$ cat config.mk
export PLATFORM = sky130hd
export DESIGN_NAME = seg_scan_ctrl
export DESIGN_NICKNAME = d
export VERILOG_FILES = /design/src/rtl/seg_scan_ctrl.sv
export SDC_FILE = /design/constraint.sdc
export NUM_CORES = 1
export LEC_CHECK = 0
export CAP_MARGIN = 20
export CORE_MARGIN = 1.5
export CORE_UTILIZATION = 40
export CTS_BUF_LIST = sky130_fd_sc_hd__clkbuf_4
export CTS_CLUSTER_DIAMETER = 60
export DETAILED_ROUTE_END_ITERATION = 16
export PLACE_DENSITY = 0.65
export REMOVE_ABC_BUFFERS = 1
export SLEW_MARGIN = 5
export SYNTH_ARGS = -nofsm -noshare
export SYNTH_HDL_FRONTEND = slang
export SYNTH_SLANG_ARGS = --single-unit
$ cat constraint.sdc
create_clock -name clk -period 3.4 [get_ports clk]
set_clock_uncertainty 0.05 [all_clocks]
set_input_delay 0.51 -clock clk [delete_from_list [all_inputs] [get_ports clk]]
set_output_delay 0.51 -clock clk [all_outputs]
set_load 0.03 [all_outputs]
$ cat src/rtl/seg_scan_ctrl.sv
// +----------------------------------------------------------------------------+
// | seg_scan_ctrl: multiplexed 7-segment scan with guard blanking, tear-free   |
// | frame-synchronous display register and optional leading-zero blanking.     |
// | Revision: 1.0                                                              |
// +----------------------------------------------------------------------------+
`default_nettype none

module seg_scan_ctrl #(
  parameter int NUM_DIGITS  = 4,
  parameter int REFRESH_DIV = 100000,
  parameter int GUARD       = 1000
) (
  input  logic                    clk,
  input  logic                    reset,
  input  logic                    load,
  input  logic [4*NUM_DIGITS-1:0] value_bcd,
  input  logic                    lz_blank,
  input  logic [6:0]              seg_in,
  output logic [3:0]              bcd_out,
  output logic [6:0]              seg,
  output logic [NUM_DIGITS-1:0]   an,
  output logic                    updated
);

  localparam int CW = (REFRESH_DIV > 1) ? $clog2(REFRESH_DIV) : 1;
  localparam int DW = (NUM_DIGITS > 1) ? $clog2(NUM_DIGITS) : 1;
  localparam logic [CW-1:0] CNT_LAST   = CW'(REFRESH_DIV - 1);
  localparam logic [CW-1:0] GUARD_END  = CW'(GUARD);
  localparam logic [DW-1:0] DIGIT_LAST = DW'(NUM_DIGITS - 1);
  localparam logic [0:0]    ST_GUARD   = 1'b0;
  localparam logic [0:0]    ST_SHOW    = 1'b1;

  logic [CW-1:0]           cnt, cnt_next;
  logic [DW-1:0]           digit, digit_next;
  logic [0:0]              state, state_next;
  logic                    wrap, boundary;
  logic [4*NUM_DIGITS-1:0] disp_reg, disp_next, pend_reg;
  logic                    pend_valid;
  logic [NUM_DIGITS-1:0]   blank, an_next;
  logic                    zeros_above;
  logic [3:0]              nib_next;

  assign wrap       = (cnt == CNT_LAST);
  assign boundary   = wrap && (digit == DIGIT_LAST);
  assign cnt_next   = wrap ? '0 : cnt + 1'b1;
  assign digit_next = !wrap ? digit : ((digit == DIGIT_LAST) ? '0 : digit + 1'b1);

  // State register (with the slot counters it is sequenced by)
  always_ff @(posedge clk or posedge reset) begin
    if (reset) begin
      state <= ST_GUARD;
      cnt   <= '0;
      digit <= '0;
    end else begin
      state <= state_next;
      cnt   <= cnt_next;
      digit <= digit_next;
    end
  end

  // Next state follows the counter value the next cycle will hold
  always_comb begin
    state_next = ST_GUARD;
    if (cnt_next >= GUARD_END) state_next = ST_SHOW;
  end

  // Outputs: anode pattern prepared one cycle ahead, seg gated by current state
  always_comb begin
    an_next = '1;
    if (state_next == ST_SHOW) begin
      for (int i = 0; i < NUM_DIGITS; i++) begin
        if (digit_next == DW'(i)) an_next[i] = 1'b0;
      end
    end
    seg = (state == ST_SHOW) ? seg_in : 7'b1111111;
  end

  // Value the display register holds after this edge
  always_comb begin
    disp_next = disp_reg;
    if (boundary) begin
      if (load)            disp_next = value_bcd;
      else if (pend_valid) disp_next = pend_reg;
    end
  end

  // A digit is blanked when it and every digit above it are zero; digit 0 never
  always_comb begin
    zeros_above = 1'b1;
    blank       = '0;
    for (int i = NUM_DIGITS - 1; i >= 1; i--) begin
      zeros_above = zeros_above && (disp_next[4*i +: 4] == 4'h0);
      blank[i]    = lz_blank && zeros_above;
    end
  end

  always_comb begin
    nib_next = 4'hF;
    for (int i = 0; i < NUM_DIGITS; i++) begin
      if (digit_next == DW'(i)) nib_next = blank[i] ? 4'hF : disp_next[4*i +: 4];
    end
  end

  // bcd_out is only reloaded at slot start so blanking changes never tear a slot
  always_ff @(posedge clk or posedge reset) begin
    if (reset) begin
      an      <= '1;
      bcd_out <= 4'hF;
    end else begin
      an <= an_next;
      if (wrap) bcd_out <= nib_next;
    end
  end

  always_ff @(posedge clk or posedge reset) begin
    if (reset) begin
      disp_reg   <= {NUM_DIGITS{4'hF}};
      pend_reg   <= '0;
      pend_valid <= 1'b0;
      updated    <= 1'b0;
    end else begin
      disp_reg <= disp_next;
      updated  <= boundary && (load || pend_valid);
      if (boundary) begin
        pend_valid <= 1'b0;
      end else if (load) begin
        pend_reg   <= value_bcd;
        pend_valid <= 1'b1;
      end
    end
  end

endmodule

`default_nettype wire

==> results of run 1 <==
logic make-up (layout without fill, tap and decap cells):
kind of cell / Yosys count / count (layout) / synth area share
flops: 62 / 62 / 0.5050
compound gates: 57 / 57 / 0.1382
simple gates: 115 / 115 / 0.2102
mux: 19 / 19 / 0.06712
fa+ha+maj: 2 / 2 / 0.007989
xor+xnor: 16 / 16 / 0.04475
buf+inv: 21 / 84 / 0.02677
report_power, final:
part           switching (W)  internal, W
Combinational      0.0000457    0.0000605
Sequential         0.0000119     0.000767
Clock               0.000252     0.000179
Yosys cell counts, drive strengths merged, types with 4 or more instances:
master | n | area share
a221o | 4 | 0.013
a22oi | 5 | 0.012
a31oi | 13 | 0.026
and2 | 7 | 0.014
and3 | 7 | 0.014
buf | 6 | 0.0088
clkbuf | 7 | 0.0084
dfrtp | 38 | 0.30
dfstp | 24 | 0.20
inv | 7 | 0.0084
mux2 | 16 | 0.058
nand2 | 14 | 0.020
nand2b | 8 | 0.016
nand3 | 14 | 0.022
nand3b | 4 | 0.0096
nand4 | 4 | 0.0080
nor2 | 31 | 0.037
nor2b | 10 | 0.020
nor3 | 4 | 0.0064
nor4 | 4 | 0.018
o21ai | 10 | 0.016
o221a | 6 | 0.022
xnor2 | 7 | 0.020
xor2 | 9 | 0.025
worst max-delay path, delay by kind of cell, from the launching register on:
kind / cells / cell delay, ns
compound gates: 3 / 1.02
buf+inv: 1 / 0.19
flops: 1 / 0.44
simple gates: 5 / 1.52
worst max path at each step:
stage / endpoint / slack, ns / cells after the start / from
6_report: bcd_out[0] / 0.12 / 9 / cnt[12]
5_1_grt: bcd_out[0] / -0.01 / 9 / cnt[12]
4_1_cts: bcd_out[0] / 0.13 / 9 / cnt[12]
3_5_place_dp: bcd_out[0] / 0.15 / 9 / cnt[12]
3_3_place_gp: bcd_out[0] / 0.22 / 9 / cnt[12]
2_1_floorplan: bcd_out[0] / -0.37 / 8 / cnt[12]
through the flow:
| step | hold slack [ns] | setup WS (ns) |
|---|---|---|
| floorplan | 0.3998 | -0.3742 |
| global placement | 0.4169 | 0.2192 |
| detailed placement | 0.4303 | 0.1467 |
| CTS | 0.4163 | 0.1277 |
| global route | 0.4483 | -0.01292 |
| finish | 0.4116 | 0.1157 |
cells in the final DEF, fill, tap and decap left out, types with 8 or more instances in the layout:
cell type	Yosys	layout
nand2_1	12	12
a31oi_1	13	13
xor2_1	9	9
nand2b_1	8	8
clkdlybuf4s50_1	0	42
clkbuf_4	0	13
dfstp_2	24	24
mux2_2	16	16
dfrtp_1	38	38
nor2b_1	10	10
o21ai_0	10	9
buf_4	0	16
nor2_1	31	31
nand3_1	14	14
what timing repair did:
| action | in CTS | in global routing |
|---|---|---|
| hold buffers | 0 | 0 |
| resized for setup | 0 | 2 |
| endpoints found under the setup margin | 0 | 1 |
metal layers:
layer	vias up	routed length, µm
met5	-	0
met4	0	189
met3	17	336
met2	70	3101
met1	1149	3354
li1	1194	-
cell type report:
type | count | area, µm²
flip-flops and latches | 62 | 1582
repair buffers | 60 | 580.6
inverters | 8 | 30.03
clock buffers | 13 | 97.59
multi-input cells | 209 | 1474
well taps | 102 | 127.6
fillers | 705 | 3742
clock inverters | 3 | 13.76
==> key figures, run 1 <==
Clock network
  • Clock-pin slew on the worst setup and hold paths: 0.10 ns
  • CTS Buffer Depth: 2
  • Clock tree sinks: 62
  • Cts bufs inserted: 9
  • CTS tree: done
  • Root Driver: clkbuf_4
  • Worst-Skew Late Latency: roughly 0.4 ns
  • Number of setup buffers added after CTS: 0
  • H-Tree Depth: 3

Global route
  • GR Util met1: 0.2460
  • First-pass GRT wire length: approximately 12 mm
  • Most crowded layer after global routing: met2
  • Pin count of the biggest net entering global routing: 63
  • M3 GR Usage: 0.03266
  • GRT overflow: 0
  • Vias in the first global route: around 2400
  • GRT Resource Usage Total: 0.1798
  • Met2 usage: 0.2687
  • Antenna violations before repair: 0

Layout
  • Max FFs per register: 17
  • Util after Layout: 0.5106
  • Area Overhead vs Synth: 24.69%
  • Final #Nets: 379
  • Layout cells sized above 1: 0.2479
  • Layout Cells excl Fill: between 400 and 500
  • Final instance area: 3905 µm²
  • Diode count: 0

Worst setup path
  • Cell Chain, Critical Path: or4bb_1, nor4_4, buf_4, nand2_4, a221o_1, nor4_4, nand2_2, o41ai_2, a31o_1
  • Worst reg-to-reg setup slack: approximately 0.12 ns
  • CP max-delay cell: or4bb_1
  • CP startpoint kind: flip-flop
  • Critical path type: flip-flop to flip-flop
  • Data arrival, critical path: between 3 and 4 ns
  • Worst path most repeated cell: nor4_4
  • Crit Path Max Fanout: 10
  • Crit end category: flip-flop
  • CP peak stage delay: 0.56 ns
  • RR Startpoint: cnt[12]
  • Worst endpoint required time: 3.70 ns
  • Reg2reg path depth: 9
  • R2R Path End: bcd_out[0]

Place
  • Inst Count DP: approximately 440
  • Port Buffers: 42
  • GPL Wtd Cong: ~0.90
  • Post-detail-place hpwl: 5.044 mm
  • Post-DP Area: 3786 µm²

STA
  • Final setup violation count: 0
  • Slew Viols, Final: 0
  • Highest Clock Rate: about 300 MHz
  • Slew HR: 0.7238
  • Worst-margin pin slew: ~0.40 ns
  • Fin. Hold Viols: 0
  • Part of the cycle the worst path needs: 0.9660
  • Min Tclk post-route: roughly 3.3 ns
  • Setup TNS: 0 ns

Yosys
  • Asr flop ratio synth: 1.000
  • Register bit count reported by yosys: slightly above 60
  • Synth cell types: between 40 and 50
  • Synthesized cell area: 3132 µm²
  • Syn_area_per_cell: between 10 and 15 µm²
  • Primary FF master, synth: dfrtp_1
  • Register area share after synthesis: 0.5050
  • Post-synth EDFFs: 0
  • Synthesis warning total: 0
  • Gate Count Post-Synth: slightly below 300

Drt
  • Via count: about 2400
  • DRT Pass-1 Iters: 4
  • Via-to-Cell Ratio: ~5.3
  • DRC violations left: 0
  • Number of DRC markers in iteration 0: 120
  • DR WL/cell: 15.28 µm
  • Post-DRT Antenna Nets: 0
  • Drt total wl: around 7.0 mm

Die
  • Row cnt: 32
  • Die H: between 90 and 100 µm
  • Ports: 43
  • Core area: 7647 µm²
  • Die area: between 8000 and 9000 µm²
  • Die width: slightly above 90 µm
  • Initial Util: 0.4095

Power and ir drop
  • Leak: about 1.6 nW
  • Tot Pwr: between 0.001 and 0.0015 W
  • VDD IR-drop max: between 0.0001 and 0.00015 V
  • Pwr per Cell Area: 337.3 nW/µm²

Run
  • Max-cap violations: 0

Status
  • Outcome: finished clean

Hold path
  • Hold crit path type: input pin to async pin
Note: power is estimated with default switching activity, not from simulation.
==> run 2, diff against run 1 <==
--- a/config.mk
+++ b/config.mk
@@ -13,6 +13,7 @@
 export DETAILED_ROUTE_END_ITERATION = 16
 export PLACE_DENSITY = 0.65
 export REMOVE_ABC_BUFFERS = 1
+export SETUP_SLACK_MARGIN = 0.05
 export SLEW_MARGIN = 5
 export SYNTH_ARGS = -nofsm -noshare
 export SYNTH_HDL_FRONTEND = slang
==> key figures, run 2 (same netlist as run 1, synthesis figures left out) <==
Die
  • Die area: 8370 µm² (unchanged)
  • Initial Util: 0.4095 (unchanged)
  • Ports: 43 (unchanged)
  • Row cnt: 32 (unchanged)
  • Die width: 91.49 µm (unchanged)
  • Die H: 91.49 µm (unchanged)
  • Core area: 7647 µm² (unchanged)

Drt
  • DRT Pass-1 Iters: 4 (unchanged)
  • DRC violations left: 0 (unchanged)
  • Drt total wl: 7.002 mm (was 6.981 mm)
  • Via count: 2418 (was 2430)
  • DR WL/cell: 15.32 µm (was 15.28 µm)
  • Via-to-Cell Ratio: 5.291 (was 5.317)
  • Post-DRT Antenna Nets: 0 (unchanged)
  • Number of DRC markers in iteration 0: 131 (was 120)

Worst setup path
  • Critical path type: flip-flop to flip-flop (unchanged)
  • Worst path most repeated cell: nor4_4 (unchanged)
  • Crit end category: flip-flop (unchanged)
  • RR Startpoint: cnt[12] (unchanged)
  • CP peak stage delay: 0.56 ns (about the same)
  • Reg2reg path depth: 9 (unchanged)
  • Worst reg-to-reg setup slack: 0.16 ns (was 0.12 ns)
  • Worst endpoint required time: 3.69 ns (was 3.70 ns)
  • Crit Path Max Fanout: 10 (unchanged)
  • Cell Chain, Critical Path: or4bb_1, nor4_4, buf_4, nand2_4, a221o_1, nor4_4, nand2_2, o41ai_2, a31o_1 (unchanged)
  • Buf/Inv on CP: 1 (unchanged)
  • Data arrival, critical path: 3.54 ns (was 3.58 ns)
  • Crit-path leading delay family: simple AND/OR/NAND/NOR gates (unchanged)
  • R2R Path End: bcd_out[0] (unchanged)
  • CP startpoint kind: flip-flop (unchanged)
  • CP max-delay cell: or4bb_1 (unchanged)

Clock network
  • CTS tree: done (unchanged)
  • Clock-pin slew on the worst setup and hold paths: 0.10 ns (about the same)
  • H-Tree Depth: 3 (unchanged)
  • CTS Buffer Depth: 2 (unchanged)
  • Cts bufs inserted: 9 (unchanged)
  • Worst-Skew Late Latency: 0.40 ns (was 0.41 ns)
  • Clock tree sinks: 62 (unchanged)
  • Root Driver: clkbuf_4 (unchanged)

Place
  • Post-DP Area: 3786 µm² (unchanged)
  • GPL Wtd Cong: 0.9039 (unchanged)
  • Post-detail-place hpwl: 5.044 mm (unchanged)
  • Port Buffers: 42 (unchanged)

Layout
  • Final instance area: 3905 µm² (unchanged)
  • Area Overhead vs Synth: 24.69% (unchanged)
  • Most frequent cells in the layout: 42 x clkdlybuf4s50_1, 38 x dfrtp_1, 31 x nor2_1, 24 x dfstp_2 (unchanged)
  • Commonest non-fill, non-tap cell in the layout: clkdlybuf4s50_1 (unchanged)
  • Diode count: 0 (unchanged)
  • Sequential cell area: 1582 µm² (unchanged)
  • Layout cells sized above 1: 0.2479 (unchanged)
  • Max FFs per register: 17 (unchanged)
  • Filler cell count: 705 (unchanged)
  • Area of the multi-input gates: 1474 µm² (unchanged)
  • Final #Nets: 379 (unchanged)

Status
  • Outcome: finished clean (unchanged)

Hold path
  • Hold crit path type: input pin to async pin (unchanged)

STA
  • Highest Clock Rate: 308.6 MHz (was 304.5 MHz)
  • Min Tclk post-route: 3.241 ns (was 3.284 ns)
  • Slew HR: 0.7137 (was 0.7238)
  • Slew Viols, Final: 0 (unchanged)
  • RSZ-0062 raised after global routing: false
  • Worst Hold Slack: 0.4155 ns (was 0.4116 ns)
  • Final setup violation count: 0 (unchanged)
  • Worst-margin pin slew: 0.4266 ns (was 0.4028 ns)
  • Fin. Hold Viols: 0 (unchanged)
  • Part of the cycle the worst path needs: 0.9532 (was 0.9660)

Power and ir drop
  • VDD IR-drop max: 0.0001193 V (was 0.0001202 V)
  • Leak: 1.634 nW (about the same)
  • Pwr per Cell Area: 337.0 nW/µm² (was 337.3 nW/µm²)

Run
  • Max-cap violations: 0 (unchanged)

Global route
  • First-pass GRT wire length: 11.65 mm (unchanged)
  • Antenna violations before repair: 0 (unchanged)
  • GRT overflow: 0 (unchanged)
  • GRT Resource Usage Total: 0.1798 (unchanged)
  • Vias in the first global route: 2361 (unchanged)
  • Pin count of the biggest net entering global routing: 63 (unchanged)
run 2: worst reg2reg max path: cells and delay by family, from the launching register on:
| family | cells | cell delay, ns |
|---|---|---|
| simple gates | 5 | 1.51 |
| compound gates | 3 | 1.00 |
| flops | 1 | 0.44 |
| buf+inv | 1 | 0.19 |
run 2: metal layers:
| metal | vias up | global-route usage | share of wire |
|---|---|---|---|
| li1 | 1196 | - | - |
| met1 | 1139 | 0.2460 | 0.48 |
| met2 | 68 | 0.2687 | 0.44 |
| met3 | 15 | 0.03266 | 0.046 |
| met4 | 0 | 0.09766 | 0.027 |
| met5 | - | 0 | 0 |
run 2: metrics by stage:
step                instances  TNS [ns]  utilization  setup WS (ns)  total power, W
floorplan                 279    -1.171            -        -0.3742       0.0008397
global placement          441         0       0.4951         0.2192       0.0008974
detailed placement        441         0       0.4951         0.1467       0.0009004
CTS                       457         0       0.5097         0.1277        0.001337
global route              457         0       0.5106        0.04447        0.001385
finish                    457         0       0.5106         0.1590        0.001316
run 2: cell type report:
type                       instances  area share
inverter                           8    0.007690
tap                              102     0.03268
clock buffer                      13     0.02499
timing repair buffer              60      0.1487
sequential                        62      0.4050
clock inverter                     3    0.003525
multi-input combinational        209      0.3774
run 2: repair_timing:
action / 4_1_cts / 5_1_grt
hold buffers: 0 / 0
setup buffers: 0 / 0
endpoints found under the setup margin: 0 / 4
gates resized for setup: 0 / 2
endpoints found under the hold margin: 0 / 0
run 2: power breakdown:
part / internal, W / switching (W)
clock network: 0.000179 / 0.000251
registers: 0.000767 / 0.0000117
logic: 0.0000605 / 0.0000458
total: 0.00101 / 0.000309
run 2: worst max path at each step:
stage | start | end | slack (ns) | depth (start not counted)
finish | cnt[12] | bcd_out[0] | 0.16 | 9
detailed placement | cnt[12] | bcd_out[0] | 0.15 | 9
CTS | cnt[12] | bcd_out[0] | 0.13 | 9
global placement | cnt[12] | bcd_out[0] | 0.22 | 9
global route | cnt[12] | bcd_out[0] | 0.04 | 9
floorplan | cnt[12] | bcd_out[0] | -0.37 | 8
